File: config.mk
export PLATFORM = sky130hd
export DESIGN_NAME = ram_arbiter_flat
export DESIGN_NICKNAME = d
export VERILOG_FILES = /design/src/rtl/ram_arb_pkg.sv /design/src/rtl/ram_arb_if.sv /design/src/rtl/ram_arb_rr.sv /design/src/rtl/ram_arbiter.sv /design/src/flat_wrapper.sv
export SDC_FILE = /design/constraint.sdc
export NUM_CORES = 1
export LEC_CHECK = 0
export CELL_PAD_IN_SITES_DETAIL_PLACEMENT = 1
export CELL_PAD_IN_SITES_GLOBAL_PLACEMENT = 1
export CORE_MARGIN = 2
export CORE_UTILIZATION = 31
export DETAILED_ROUTE_END_ITERATION = 8
export PLACE_DENSITY_LB_ADDON = 0.1
export SLEW_MARGIN = 20
export SYNTH_ARGS = -nofsm -noshare
export SYNTH_HDL_FRONTEND = slang
export SYNTH_SLANG_ARGS = --single-unit
File: constraint.sdc
create_clock -name clk -period 3.5 [get_ports clk]
set_input_delay 0.7 -clock clk [delete_from_list [all_inputs] [get_ports clk]]
set_output_delay 0.7 -clock clk [all_outputs]
set_load 0.03 [all_outputs]
File: src/rtl/ram_arb_pkg.sv
// rtl/ram_arb_pkg.sv - shared types and default widths for the RAM arbiter
package ram_arb_pkg;
  localparam int DEF_ADDR_W = 8;
  localparam int DEF_DATA_W = 8;

  typedef enum logic {INIT, IDLE} state_t;
  typedef enum logic {PORT_A, PORT_B} port_t;
endpackage

File: src/rtl/ram_arb_if.sv
// rtl/ram_arb_if.sv - two-requester access bus between clients and the RAM arbiter
interface ram_arb_if import ram_arb_pkg::*; #(
  parameter int ADDR_W = DEF_ADDR_W,
  parameter int DATA_W = DEF_DATA_W
);
  logic              a_req;
  logic              a_we;
  logic [ADDR_W-1:0] a_addr;
  logic [DATA_W-1:0] a_din;
  logic              a_gnt;
  logic              a_rvalid;
  logic [DATA_W-1:0] a_dout;

  logic              b_req;
  logic              b_we;
  logic [ADDR_W-1:0] b_addr;
  logic [DATA_W-1:0] b_din;
  logic              b_gnt;
  logic              b_rvalid;
  logic [DATA_W-1:0] b_dout;

  modport slave (
    input  a_req, a_we, a_addr, a_din, b_req, b_we, b_addr, b_din,
    output a_gnt, a_rvalid, a_dout, b_gnt, b_rvalid, b_dout
  );

  modport master (
    output a_req, a_we, a_addr, a_din, b_req, b_we, b_addr, b_din,
    input  a_gnt, a_rvalid, a_dout, b_gnt, b_rvalid, b_dout
  );
endinterface

File: src/rtl/ram_arb_rr.sv
// rtl/ram_arb_rr.sv - two-way round-robin pick with priority pointer
module ram_arb_rr import ram_arb_pkg::*; (
  input  logic clk,
  input  logic rst,
  input  logic en,
  input  logic a_req,
  input  logic b_req,
  output logic a_gnt,
  output logic b_gnt
);
  port_t prio;

  // A lone requester always wins; the pointer only breaks ties.
  always_comb begin
    a_gnt = en & a_req & (~b_req | (prio == PORT_A));
    b_gnt = en & b_req & (~a_req | (prio == PORT_B));
  end

  always_ff @(posedge clk or negedge rst) begin
    if (!rst) begin
      prio <= PORT_A;
    end else if (a_gnt) begin
      prio <= PORT_B;
    end else if (b_gnt) begin
      prio <= PORT_A;
    end
  end
endmodule

File: src/rtl/ram_arbiter.sv
// rtl/ram_arbiter.sv - two-port arbiter onto a single-port synchronous RAM
// Optional power-up clear sweep enabled by RAM_ARB_INIT_EN.
module ram_arbiter import ram_arb_pkg::*; #(
  parameter int                ADDR_W   = DEF_ADDR_W,
  parameter int                DATA_W   = DEF_DATA_W,
  parameter logic [DATA_W-1:0] INIT_VAL = '0
) (
  input  logic              clk,
  input  logic              rst,
  ram_arb_if.slave          bus,
  output logic [ADDR_W-1:0] ram_addr,
  output logic [DATA_W-1:0] ram_din,
  output logic              ram_we,
  input  logic [DATA_W-1:0] ram_dout,
  output logic              init_done
);
  logic              a_gnt;
  logic              b_gnt;
  logic              sweep;
  logic [ADDR_W-1:0] sweep_addr;
  logic              rd1_v;
  logic              rd2_v;
  port_t             rd1_port;
  port_t             rd2_port;

  ram_arb_rr u_rr (
    .clk   (clk),
    .rst   (rst),
    .en    (init_done),
    .a_req (bus.a_req),
    .b_req (bus.b_req),
    .a_gnt (a_gnt),
    .b_gnt (b_gnt)
  );

  assign bus.a_gnt = a_gnt;
  assign bus.b_gnt = b_gnt;

`ifdef RAM_ARB_INIT_EN
  state_t            state;
  logic [ADDR_W-1:0] init_cnt;

  // Counter stops at the top address instead of wrapping back into the sweep.
  always_ff @(posedge clk or negedge rst) begin
    if (!rst) begin
      state     <= INIT;
      init_cnt  <= '0;
      init_done <= 1'b0;
    end else begin
      unique case (state)
        INIT: begin
          if (init_cnt == {ADDR_W{1'b1}}) begin
            state     <= IDLE;
            init_done <= 1'b1;
          end else begin
            init_cnt <= init_cnt + 1'b1;
          end
        end
        IDLE: state <= IDLE;
      endcase
    end
  end

  assign sweep      = (state == INIT);
  assign sweep_addr = init_cnt;
`else
  assign init_done  = rst;
  assign sweep      = 1'b0;
  assign sweep_addr = '0;
`endif

  always_ff @(posedge clk or negedge rst) begin
    if (!rst) begin
      ram_addr <= '0;
      ram_din  <= '0;
      ram_we   <= 1'b0;
    end else if (sweep) begin
      ram_addr <= sweep_addr;
      ram_din  <= INIT_VAL;
      ram_we   <= 1'b1;
    end else if (a_gnt) begin
      ram_addr <= bus.a_addr;
      ram_din  <= bus.a_din;
      ram_we   <= bus.a_we;
    end else if (b_gnt) begin
      ram_addr <= bus.b_addr;
      ram_din  <= bus.b_din;
      ram_we   <= bus.b_we;
    end else begin
      ram_we <= 1'b0;
    end
  end

  // Two-stage tag pipe: command register, then RAM output register.
  always_ff @(posedge clk or negedge rst) begin
    if (!rst) begin
      rd1_v        <= 1'b0;
      rd2_v        <= 1'b0;
      rd1_port     <= PORT_A;
      rd2_port     <= PORT_A;
      bus.a_rvalid <= 1'b0;
      bus.b_rvalid <= 1'b0;
      bus.a_dout   <= '0;
      bus.b_dout   <= '0;
    end else begin
      rd1_v        <= (a_gnt & ~bus.a_we) | (b_gnt & ~bus.b_we);
      rd1_port     <= b_gnt ? PORT_B : PORT_A;
      rd2_v        <= rd1_v;
      rd2_port     <= rd1_port;
      bus.a_rvalid <= rd2_v & (rd2_port == PORT_A);
      bus.b_rvalid <= rd2_v & (rd2_port == PORT_B);
      if (rd2_v && rd2_port == PORT_A) bus.a_dout <= ram_dout;
      if (rd2_v && rd2_port == PORT_B) bus.b_dout <= ram_dout;
    end
  end
endmodule

File: src/flat_wrapper.sv
// flat-port wrapper written by rule: the top's interface ports become plain ports
module ram_arbiter_flat import ram_arb_pkg::*;
#(
  parameter int                ADDR_W   = DEF_ADDR_W,
  parameter int                DATA_W   = DEF_DATA_W,
  parameter logic [DATA_W-1:0] INIT_VAL = '0
)
  (clk, rst, ram_addr, ram_din, ram_we, ram_dout, init_done, bus_a_req, bus_a_we, bus_a_addr, bus_a_din, bus_b_req, bus_b_we, bus_b_addr, bus_b_din, bus_a_gnt, bus_a_rvalid, bus_a_dout, bus_b_gnt, bus_b_rvalid, bus_b_dout);
  ram_arb_if #(.ADDR_W(ADDR_W), .DATA_W(DATA_W)) bus_i ();
  input  logic clk;
  input  logic rst;
  output logic [ADDR_W-1:0] ram_addr;
  output logic [DATA_W-1:0] ram_din;
  output logic ram_we;
  input  logic [DATA_W-1:0] ram_dout;
  output logic init_done;
  input wire logic [$bits(bus_i.a_req)-1:0] bus_a_req;
  input wire logic [$bits(bus_i.a_we)-1:0] bus_a_we;
  input wire logic [$bits(bus_i.a_addr)-1:0] bus_a_addr;
  input wire logic [$bits(bus_i.a_din)-1:0] bus_a_din;
  input wire logic [$bits(bus_i.b_req)-1:0] bus_b_req;
  input wire logic [$bits(bus_i.b_we)-1:0] bus_b_we;
  input wire logic [$bits(bus_i.b_addr)-1:0] bus_b_addr;
  input wire logic [$bits(bus_i.b_din)-1:0] bus_b_din;
  output wire logic [$bits(bus_i.a_gnt)-1:0] bus_a_gnt;
  output wire logic [$bits(bus_i.a_rvalid)-1:0] bus_a_rvalid;
  output wire logic [$bits(bus_i.a_dout)-1:0] bus_a_dout;
  output wire logic [$bits(bus_i.b_gnt)-1:0] bus_b_gnt;
  output wire logic [$bits(bus_i.b_rvalid)-1:0] bus_b_rvalid;
  output wire logic [$bits(bus_i.b_dout)-1:0] bus_b_dout;
  assign bus_i.a_req = bus_a_req;
  assign bus_i.a_we = bus_a_we;
  assign bus_i.a_addr = bus_a_addr;
  assign bus_i.a_din = bus_a_din;
  assign bus_i.b_req = bus_b_req;
  assign bus_i.b_we = bus_b_we;
  assign bus_i.b_addr = bus_b_addr;
  assign bus_i.b_din = bus_b_din;
  assign bus_a_gnt = bus_i.a_gnt;
  assign bus_a_rvalid = bus_i.a_rvalid;
  assign bus_a_dout = bus_i.a_dout;
  assign bus_b_gnt = bus_i.b_gnt;
  assign bus_b_rvalid = bus_i.b_rvalid;
  assign bus_b_dout = bus_i.b_dout;
  ram_arbiter #(.ADDR_W(ADDR_W), .DATA_W(DATA_W), .INIT_VAL(INIT_VAL)) u_core (.clk(clk), .rst(rst), .bus(bus_i), .ram_addr(ram_addr), .ram_din(ram_din), .ram_we(ram_we), .ram_dout(ram_dout), .init_done(init_done));
endmodule
==> impl_metrics.ini <==
[sta]
finalHoldViolations = 0
maxSlewViolCount = 0
fmax_mhz = 373
slew_headroom = 0.472
fin_tns_setup_ns = 0
fin_crit_sh = 0.767
tightestPinTransition_ns = 0.790
setup_viol = 0
finClkSkew_ns = 0.00336
post-route-min-period_ns = 2.68
rsz0062_at_grt = false

[setup_path]
r2r-start = u_core.rd2_port$_DFF_PN0_
path_max_fanout = 4
crit_start = bus_b_req
start_kind = input pin
worstSetupPathType = in2out
worstReg2RegEnd = u_core.bus.a_dout[4]$_DFFE_PN0P_
reg2reg_slack_ns = 1.97
reg2reg_depth = 2
crit_required_ns = 2.80
worst_setup_path_end_kind = output pin
crit_arrival_ns = 1.98

[yosys]
synthCells = 147
ys_seq_elements = 40
yosysTopAreaCellShare = 0.599
yosysTopAreaCell = dfrtp_1
yosysWarnings = 0
seq_area_frac_synth = 0.599
netlist_area_um2 = 1670
syn_nets = 193
avgSynthCellArea_um2 = 11.4
synthTopCellsByArea = dfrtp_1 (60%), mux2_2 (10%), a31oi_1 (6.4%), nand3_1 (4.8%), o21ai_0 (4.5%)
ys_types = 19

[die]
io_pins = 84
fp.coreArea_um2 = 5140
rows = 26
die-area_um2 = 6000
die_w_um = 77.4
dieHeight_um = 77.4
start_util = 0.325

[cts]
cts_tree = done
clockBufferDepth = 2
ctsHoldBuffers = 0
cts_setup_buffers = 0
h-tree-depth = 2
clock_latency_ns = 0.28
cts-buffers-inserted = 5
root_buffer = clkbuf_8
cts.clk_slew.worst_paths_ns = 0.07
cts_resized = 0
clock-sinks = 40

[placement]
io_buffers = 83
gp_routability_congestion = 0.865
dp_hpwl_mm = 3.60

[grt]
grt_pass1_vias = 1519
gr-usage-all-layers = 0.160
grt.overflow.total = 0
grt_max_degree = 33
antenna_found_initial = 0
grt_first_pass_wirelength_mm = 7.49

[cells_and_area]
drive_above_1_share = 0.126
area_growth_syn_to_layout_pct = 55.8
final_nets = 276
num-fill-cells = 584
insertedDiodeCount = 0

[detailed_routing]
drc = 0
drt-initial-drc-count = 30
wl_per_cell_um = 15.7
vias_per_cell = 4.81
drt-total-wl_mm = 4.72
detail-route-antenna-nets = 0
vias = 1444
first_pass_iters = 4

[power_and_ir_drop]
leakage_nw = 1.05
power_w = 0.00142
vdd_drop_max_uv = 206
power.density_nw_per_um2 = 547

[job]
cap_viol_max_count = 0

[hold_path]
hp-class = in2async

[status]
status = completed
logic make-up after synthesis:
group	after synthesis	share of synthesized area
simple gates	40	0.108
flops	40	0.599
compound gates	37	0.129
mux	16	0.108
buf+inv	14	0.0561
power by group:
group | internal, W | switching [W]
sequential | 0.000550 | 0.0000459
clock | 0.000136 | 0.000150
combinational | 0.000251 | 0.000293
total | 0.000936 | 0.000489
cell type report:
| type | instances | area [µm²] | area share |
|---|---|---|---|
| sequential | 40 | 1000 | 0.384 |
| inverter | 3 | 11.3 | 0.00432 |
| clock inverter | 1 | 5.00 | 0.00192 |
| clock buffer | 6 | 72.6 | 0.0279 |
| timing repair buffer | 87 | 851 | 0.327 |
| tap | 70 | 87.6 | 0.0336 |
| multi-input combinational | 93 | 577 | 0.221 |
cells in the final DEF (no fill, tap or decap):
| cell type | Yosys | layout |
|---|---|---|
| o2bb2ai_1 | 1 | 1 |
| o21a_1 | 1 | 1 |
| mux2_1 | 1 | 1 |
| clkinv_2 | 0 | 1 |
| nand3_1 | 16 | 16 |
| dfrtp_1 | 40 | 40 |
| nand2_1 | 3 | 3 |
| mux2_2 | 15 | 15 |
| clkbuf_8 | 0 | 5 |
| buf_2 | 6 | 1 |
| inv_1 | 3 | 3 |
| o32ai_1 | 1 | 1 |
| a31oi_1 | 17 | 17 |
| nor2_2 | 1 | 1 |
| nor2_1 | 17 | 17 |
| clkbuf_1 | 0 | 1 |
| nor2b_1 | 1 | 1 |
| o21ai_1 | 2 | 2 |
| o21ai_0 | 15 | 15 |
| clkdlybuf4s50_1 | 0 | 80 |
| buf_4 | 1 | 6 |
| and2_1 | 2 | 2 |
critical path, cell delays in order:
cell	delay (ns)
clkdlybuf4s50_1	0.46
and2_1	0.17
o21ai_0	0.35
inv_1	0.11
buf_4	0.19
synthesized netlist by cell type (all sizes together):
cell type	count
o2bb2ai	1
o21a	1
dfrtp	40
nor2	18
buf	11
a31oi	17
nor2b	1
nand3	16
mux2	16
o21ai	17
nand2	3
o32ai	1
inv	3
and2	2
through the flow:
step | instance area (µm²) | setup slack [ns] | hold WS, ns | utilization | cells
after floorplan | 1670 | 1.41 | 0.331 | - | 147
after global placement | 2530 | 0.825 | 0.339 | 0.492 | 293
after detailed placement | 2530 | 0.776 | 0.336 | 0.492 | 293
after CTS | 2610 | 0.786 | 0.334 | 0.507 | 300
after global routing | 2610 | 0.717 | 0.344 | 0.507 | 300
final | 2610 | 0.816 | 0.332 | 0.507 | 300
state kept, by name, indices dropped and copies added, names as in the netlist:
signal	count
u_core.rd2_port	1
u_core.ram_we	1
u_core.rd1_v	1
u_core.u_rr.prio	1
u_core.bus.a_rvalid	1
u_core.rd2_v	1
u_core.bus.b_dout	8
u_core.ram_addr	8
u_core.bus.b_rvalid	1
u_core.rd1_port	1
u_core.bus.a_dout	8
u_core.ram_din	8
per-layer routing:
layer,up-vias,wire (µm),GRT usage
li1,684,-,-
met1,709,1910,0.175
met2,46,2560,0.302
met3,5,225,0.0419
met4,0,34,0.0464
met5,-,0,0
worst max-delay path by stage:
stage / end / slack [ns]
finish: bus_b_gnt / 0.82
global route: bus_b_gnt / 0.72
CTS: bus_b_gnt / 0.79
detailed placement: bus_b_gnt / 0.78
global placement: bus_b_gnt / 0.82
floorplan: bus_b_gnt / 1.41
No activity file was read; power rests on OpenSTA's default activity.
